$ cat config.mk
export PLATFORM = sky130hd
export DESIGN_NAME = raster_addr_gen
export DESIGN_NICKNAME = d
export VERILOG_FILES = /design/src/rtl/raster_addr_gen.sv
export SDC_FILE = /design/constraint.sdc
export NUM_CORES = 1
export LEC_CHECK = 0
export ABC_CLOCK_PERIOD_IN_PS = 2300
export CORE_AREA = 2 2 56 69
export DETAILED_ROUTE_END_ITERATION = 10
export DIE_AREA = 0 0 58 71
export GPL_TIMING_DRIVEN = 0
export PLACE_DENSITY_LB_ADDON = 0.05
export SYNTH_ARGS = -nofsm -noshare
export SYNTH_HDL_FRONTEND = slang
export SYNTH_SLANG_ARGS = --single-unit
export TNS_END_PERCENT = 10
$ cat constraint.sdc
create_clock -name clk -period 2.3 [get_ports clk]
set_input_delay 0.46 -clock clk [delete_from_list [all_inputs] [get_ports clk]]
set_output_delay 0.46 -clock clk [all_outputs]
set_load 0.01 [all_outputs]
$ cat src/rtl/raster_addr_gen.sv
// Row-major raster walker for rectangular draw regions. Emits x/y draw
// coordinates and the matching linear read address, with optional mirroring.
module raster_addr_gen #(
    parameter int WIDTH  = 40,
    parameter int HEIGHT = 40,
    parameter int XW     = 6,
    parameter int YW     = 6,
    parameter int ADDR_W = 11
) (
    input  logic              clk,
    input  logic              resetn,
    input  logic              start,
    input  logic              advance,
    input  logic              flipX,
    output logic              busy,
    output logic [XW-1:0]     x,
    output logic [YW-1:0]     y,
    output logic [ADDR_W-1:0] addr,
    output logic              last,
    output logic              done
);

    typedef enum logic [1:0] {
        S_IDLE,
        S_RUN,
        S_DONE
    } state_t;

    localparam logic [XW-1:0]     X_MAX    = XW'(WIDTH - 1);
    localparam logic [YW-1:0]     Y_MAX    = YW'(HEIGHT - 1);
    localparam logic [ADDR_W-1:0] ROW_STEP = ADDR_W'(WIDTH);

    state_t              state, state_nxt;
    logic [XW-1:0]       x_nxt;
    logic [YW-1:0]       y_nxt;
    logic [ADDR_W-1:0]   row_base, row_base_nxt;
    logic                flip, flip_nxt;
    logic [XW-1:0]       x_eff;

    // NOTE: every always_comb output gets a default first so no path leaves it unassigned (no latch).
    always_comb begin
        state_nxt    = state;
        x_nxt        = x;
        y_nxt        = y;
        row_base_nxt = row_base;
        flip_nxt     = flip;

        case (state)
            S_IDLE: begin
                if (start) begin
                    flip_nxt     = flipX;
                    x_nxt        = '0;
                    y_nxt        = '0;
                    row_base_nxt = '0;
                    state_nxt    = S_RUN;
                end
            end
            S_RUN: begin
                if (advance) begin
                    if (x != X_MAX) begin
                        x_nxt = x + XW'(1);
                    end else if (y != Y_MAX) begin
                        // Row wrap: rowBase tracks y*WIDTH by accumulation, no multiplier.
                        x_nxt        = '0;
                        y_nxt        = y + YW'(1);
                        row_base_nxt = row_base + ROW_STEP;
                    end else begin
                        state_nxt = S_DONE;
                    end
                end
            end
            S_DONE: begin
                state_nxt = S_IDLE;
            end
            default: begin
                state_nxt = S_IDLE;
            end
        endcase
    end

    // NOTE: sequential state uses non-blocking assignments so all registers update together.
    always_ff @(posedge clk) begin
        if (!resetn) begin
            state    <= S_IDLE;
            x        <= '0;
            y        <= '0;
            row_base <= '0;
            flip     <= 1'b0;
            busy     <= 1'b0;
            done     <= 1'b0;
        end else begin
            state    <= state_nxt;
            x        <= x_nxt;
            y        <= y_nxt;
            row_base <= row_base_nxt;
            flip     <= flip_nxt;
            busy     <= (state_nxt == S_RUN);
            done     <= (state_nxt == S_DONE);
        end
    end

    // Mirroring reflects only the column offset; rows still advance top to bottom.
    assign x_eff = flip ? (X_MAX - x) : x;
    assign addr  = row_base + ADDR_W'(x_eff);
    assign last  = busy && (x == X_MAX) && (y == Y_MAX);

endmodule

# Yosys cells after proc, flatten, opt, wreduce, memory -nomap -nowiden
# Cells that the tools add are included.
# W data, S select, Z words.
# word_totals
word_cells	51
reg_bits	28
input_bits	5
output_inout_bits	26
# op_classes
n_addsub	5
n_eq_ne	12
n_reduce_logical	7
mux	20
# ops
cell	count
$mux W6	8
$mux W11	4
$pmux W6 S2	2
$pmux W11 S2	1
$add A6 B1 Y6 const B	2
$eq A6 B6 Y1 const B	2
$ne A6 B6 Y1 const B	2
$add A11 B6 Y11	1
$add A11 B6 Y11 const B	1
$mux W2	4
$ne A2 B2 Y1 const B	4
$sub A6 B6 Y6 const A	1
$reduce_and A5 Y1	1
$eq A2 B1 Y1 const B	2
$pmux W2 S2	1
$reduce_and A4 Y1	1
$ne A3 B3 Y1 const B	1
$eq A2 B2 Y1 const B	1
$logic_and A1 B1 Y1	2
$logic_not A2 Y1	1
$reduce_and A2 Y1	1
$reduce_bool A2 Y1	1

# Depth between registers and ports, before layout
# depth
word_depth	6
mapped_depth	10
mapped_depth_nobuf	10

# Worst setup path before layout
# OpenSTA, ideal clock, no wires.
# synth_path
path_kind	register -> output
from	register x[3]
to	output addr[9]
path_slack_ns	-0.222
n_path_buf	0
arrival_ns	2.062
path_stages_with_launch	11
required_ns	1.840
path_cell_list	dfxtp_1 -> inv_1 -> ha_1 -> nand2_1 -> o21ai_0 -> ha_1 -> a21oi_1 -> nor2b_1 -> o21ai_0 -> nor2_1 -> xor2_1
# synth_via
elab_chain_len	3
# synth_lines
item	line	rtl
start, declared	16	output logic [XW-1:0] x,
start signal, assigned	93	x <= x_nxt;
$sub A6 B6 Y6	103	assign x_eff = flip ? (X_MAX - x) : x;
$mux W6 (*)	103	
$add A11 B6 Y11 (*)	104	assign addr = row_base + ADDR_W'(x_eff);
end, declared	18	output logic [ADDR_W-1:0] addr,
# Every way passes the cells marked *; elsewhere a longest branch is shown, timed or not.

# Final worst setup path
# layout_path
from	register x[4]
to	output addr[10]
# Same word-level chain as after synthesis.

==> metrics.md <==
| Metric | Value |
|---|---|
| Distinct cells, synth | 36 |
| Share of flip-flops with an asynchronous set or reset | 0% |
| Die X | 58 µm |
| Dpl hpwl | 2540 µm |
| Setup TNS | -0.683 ns |
| Synth Warn # | 0 |
| Tcrit/Tclk final | 110% |
| Max clock buf depth | 2 |
| CTS tree | done |
| Worst vdd ir | 0.415 mV |
| Largest net degree at the start of global routing | 16 |
| Max_cap viols | 0 |
| Post-Syn Nets | 189 |
| Routed Wire Length | 3580 µm |
| Hold path startpoint | y[1]$_SDFFE_PN0P_ |
| Min-delay worst type | reg2reg |
| Rel. slew slack | 49.6% |
| Row cnt | 24 |
| Initial antenna violation count | 0 |
| Final setup margin | -0.224 ns |
| Seq/Total Area, Yosys | 33.1% |
| Dominant synthesized flop cell | dfxtp_1 |
| Actual slew at the worst max-slew pin | 0.750 ns |
| Status | finished with violations |
| Post-Syn Area | 1510 µm² |
| Crit path capture type | primary output |
| Clock-pin slew on the worst setup and hold paths | 0.10 ns |
| Vias in the first global route | 1354 |
| Initial Util | 43.5% |
| Cell taking the most area after synthesis | dfxtp_1 |
| Storage element area | 513 µm² |
| Gr ovfl total | 0 |
| Max Slew Vio Count | 0 |
| Avg Cell Area, Syn | 8.75 µm² |
| Die area | 4120 µm² |
| Critical path arrival | 2.06 ns |
| Fillers | 307 |
| Post-synth EDFFs | 0 |
| Area delta synth->final | 40.3% |
| Global-route wire length before repair | 6030 µm |
| Initial DRC Count | 48 |
| Final core occ | 61.0% |
| TritonCTS Buffers | 3 |
| Max Clk Rate | 396 MHz |
| Tot GR Track Use | 18.2% |
| Synth Area in Adders | 9.09% |
| Hold Violations, Final | 0 |
| Post-CTS Hold Buffers | 0 |
| Most frequent cells in the layout | clkdlybuf4s50_1, dfxtp_1, xnor2_1, nor2_1, nand2_1 |
| Initial DRT Pass Iterations | 4 |
| Buffers on Ports | 30 |
| Maximum fanout along the worst path | 4 |
| Die Span Y | 71 µm |
| Final min period | 2.52 ns |
| GP Congestion | 0.778 |
| Area of the multi-input gates | 1110 µm² |
| Worst Setup Start Kind | flip-flop |
| Clock sink total | 25 |
| Root Driver | clkbuf_8 |
| Antenna Nets Post-Route | 0 |
| Nets | 234 |
| Post-Synth Simple-Gate Area | 21.1% |
| Most common cell after layout, fill and taps aside | clkdlybuf4s50_1 |
| RSZ-0062 raised after global routing | true |
| Synth top area cells | dfxtp_1, xnor2_1, ha_1 |
| Setup CP Type | reg2out |
| Leakage | 0.779 nW |
| DRC viols | 0 |
| Final setup viols | 5 |
| R2R Setup Slk | 0.31 ns |
| R2R Path Start | x[4]$_SDFFE_PN0P_ |
| Clock Skews | 0.00432 ns |
| Drt wl/cell | 14.0 µm |
| Main combinational cell family by area after synthesis | simple AND/OR/NAND/NOR gates |
| Via count | 1377 |
| Mapped Cells | 173 |
| Synth top area share | 33.1% |
| #FFs+latches synth | 25 |
| Xor-xnor portion of the synthesized cell area | 13.3% |
| Proportion of layout cells with a drive suffix above 1 | 24.9% |
| Crit path launch | x[4]$_SDFFE_PN0P_ |
| Post-synthesis compound-gate area fraction | 18.8% |
| Mux cell area share after synthesis | 0.661% |
| ANT cells | 0 |
| IO Pins | 31 |
| Failing checks | setup timing |
| Drt via density | 5.38 |
| Required time of the critical path | 1.84 ns |
| Worst-Skew Late Latency | 0.28 ns |
| H-tree Lvls | 1 |
| Core footprint | 3480 µm² |
| PD cells | 404 nW/µm² |
==> sequential cells by signal, indices dropped and copies added (netlist names) <==
name / count
row_base: 8
y: 6
x: 6
flip: 1
busy: 1
state: 2
done: 1
==> worst max-delay path: stages (launching register included) <==
cell and delay [ns]:
dfxtp_4 0.36, inv_4 0.06, ha_4 0.14, nand2_4 0.06, xnor2_4 0.13, ha_4 0.32, nand2_4 0.05, o21ai_4 0.13
buf_6 0.12, buf_6 0.09, nand2b_4 0.05, xnor2_1 0.13, buf_2 0.14
==> final timing paths <==
check | endpoint | cells past startpoint
worst max-delay path | addr[10] | 12
worst min-delay path | y[1]$_SDFFE_PN0P_ | 2
worst max register to register | x[1]$_SDFFE_PN0P_ | 8
worst min register to register | y[1]$_SDFFE_PN0P_ | 2
==> synth_stat cells, types with 2 or more instances <==
master and instances:
clkbuf_1 4, a211oi_1 6, xnor2_1 16, xor2_1 7, nor2_1 16, nand4_1 4
nand4b_1 3, and2_1 4, nor4_1 2, nand3_1 5, a2111oi_4 2, ha_1 11
nand2b_1 4, dfxtp_1 25, a21oi_1 10, o21ai_0 12, a311oi_1 2, inv_1 4
nand2_1 14, buf_2 3, or3_1 4
==> power by group <==
part	internal, mW	switching, mW
clock	0.124	0.156
sequential	0.438	0.0105
combinational	0.0608	0.0670
==> kinds of logic (layout without fill, tap and decap cells) <==
| group | count (synthesis) | in the layout |
|---|---|---|
| compound gates | 39 | 39 |
| xor+xnor | 23 | 23 |
| fa+ha+maj | 11 | 11 |
| buf+inv | 12 | 56 |
| flops | 25 | 25 |
| mux | 1 | 1 |
| other cells | 1 | 1 |
| simple gates | 61 | 61 |
==> repair_timing <==
action	4_1_cts	5_1_grt
setup buffers	9	1
gates cloned	0	0
hold endpoints to repair	0	0
resized for setup	47	14
pin swaps	10	7
endpoints found under the setup margin	8	8
==> layout make-up <==
| class | count | area share [%] |
|---|---|---|
| clock inverter | 1 | 0.294 |
| timing repair buffer | 40 | 16.3 |
| buffer | 8 | 2.06 |
| clock buffer | 3 | 1.94 |
| multi-input combinational | 136 | 52.1 |
| inverter | 4 | 0.824 |
| sequential | 25 | 24.1 |
| tap | 39 | 2.30 |
==> per-stage QoR <==
stage	worst slack, ns	instances	power [mW]	hold slack [ns]	area (µm²)
final	-0.224	256	0.857	0.518	2120
after detailed placement	-0.544	242	0.575	0.528	1870
after global routing	-0.314	256	0.900	0.537	2120
after CTS	-0.299	255	0.857	0.519	2030
after floorplan	0.00875	173	0.524	0.485	1530
after global placement	-0.521	242	0.572	0.499	1870
==> layer usage <==
metal  share of wire [%]  vias to the layer above  GRT usage (%)
met2                  53                       20           33.1
met1                  44                      656           22.4
met5                   0                        -              0
met4                0.95                        0           4.13
met3                 2.3                        4           2.38
li1                    -                      697              -
Power figures use the tool's default switching activity.
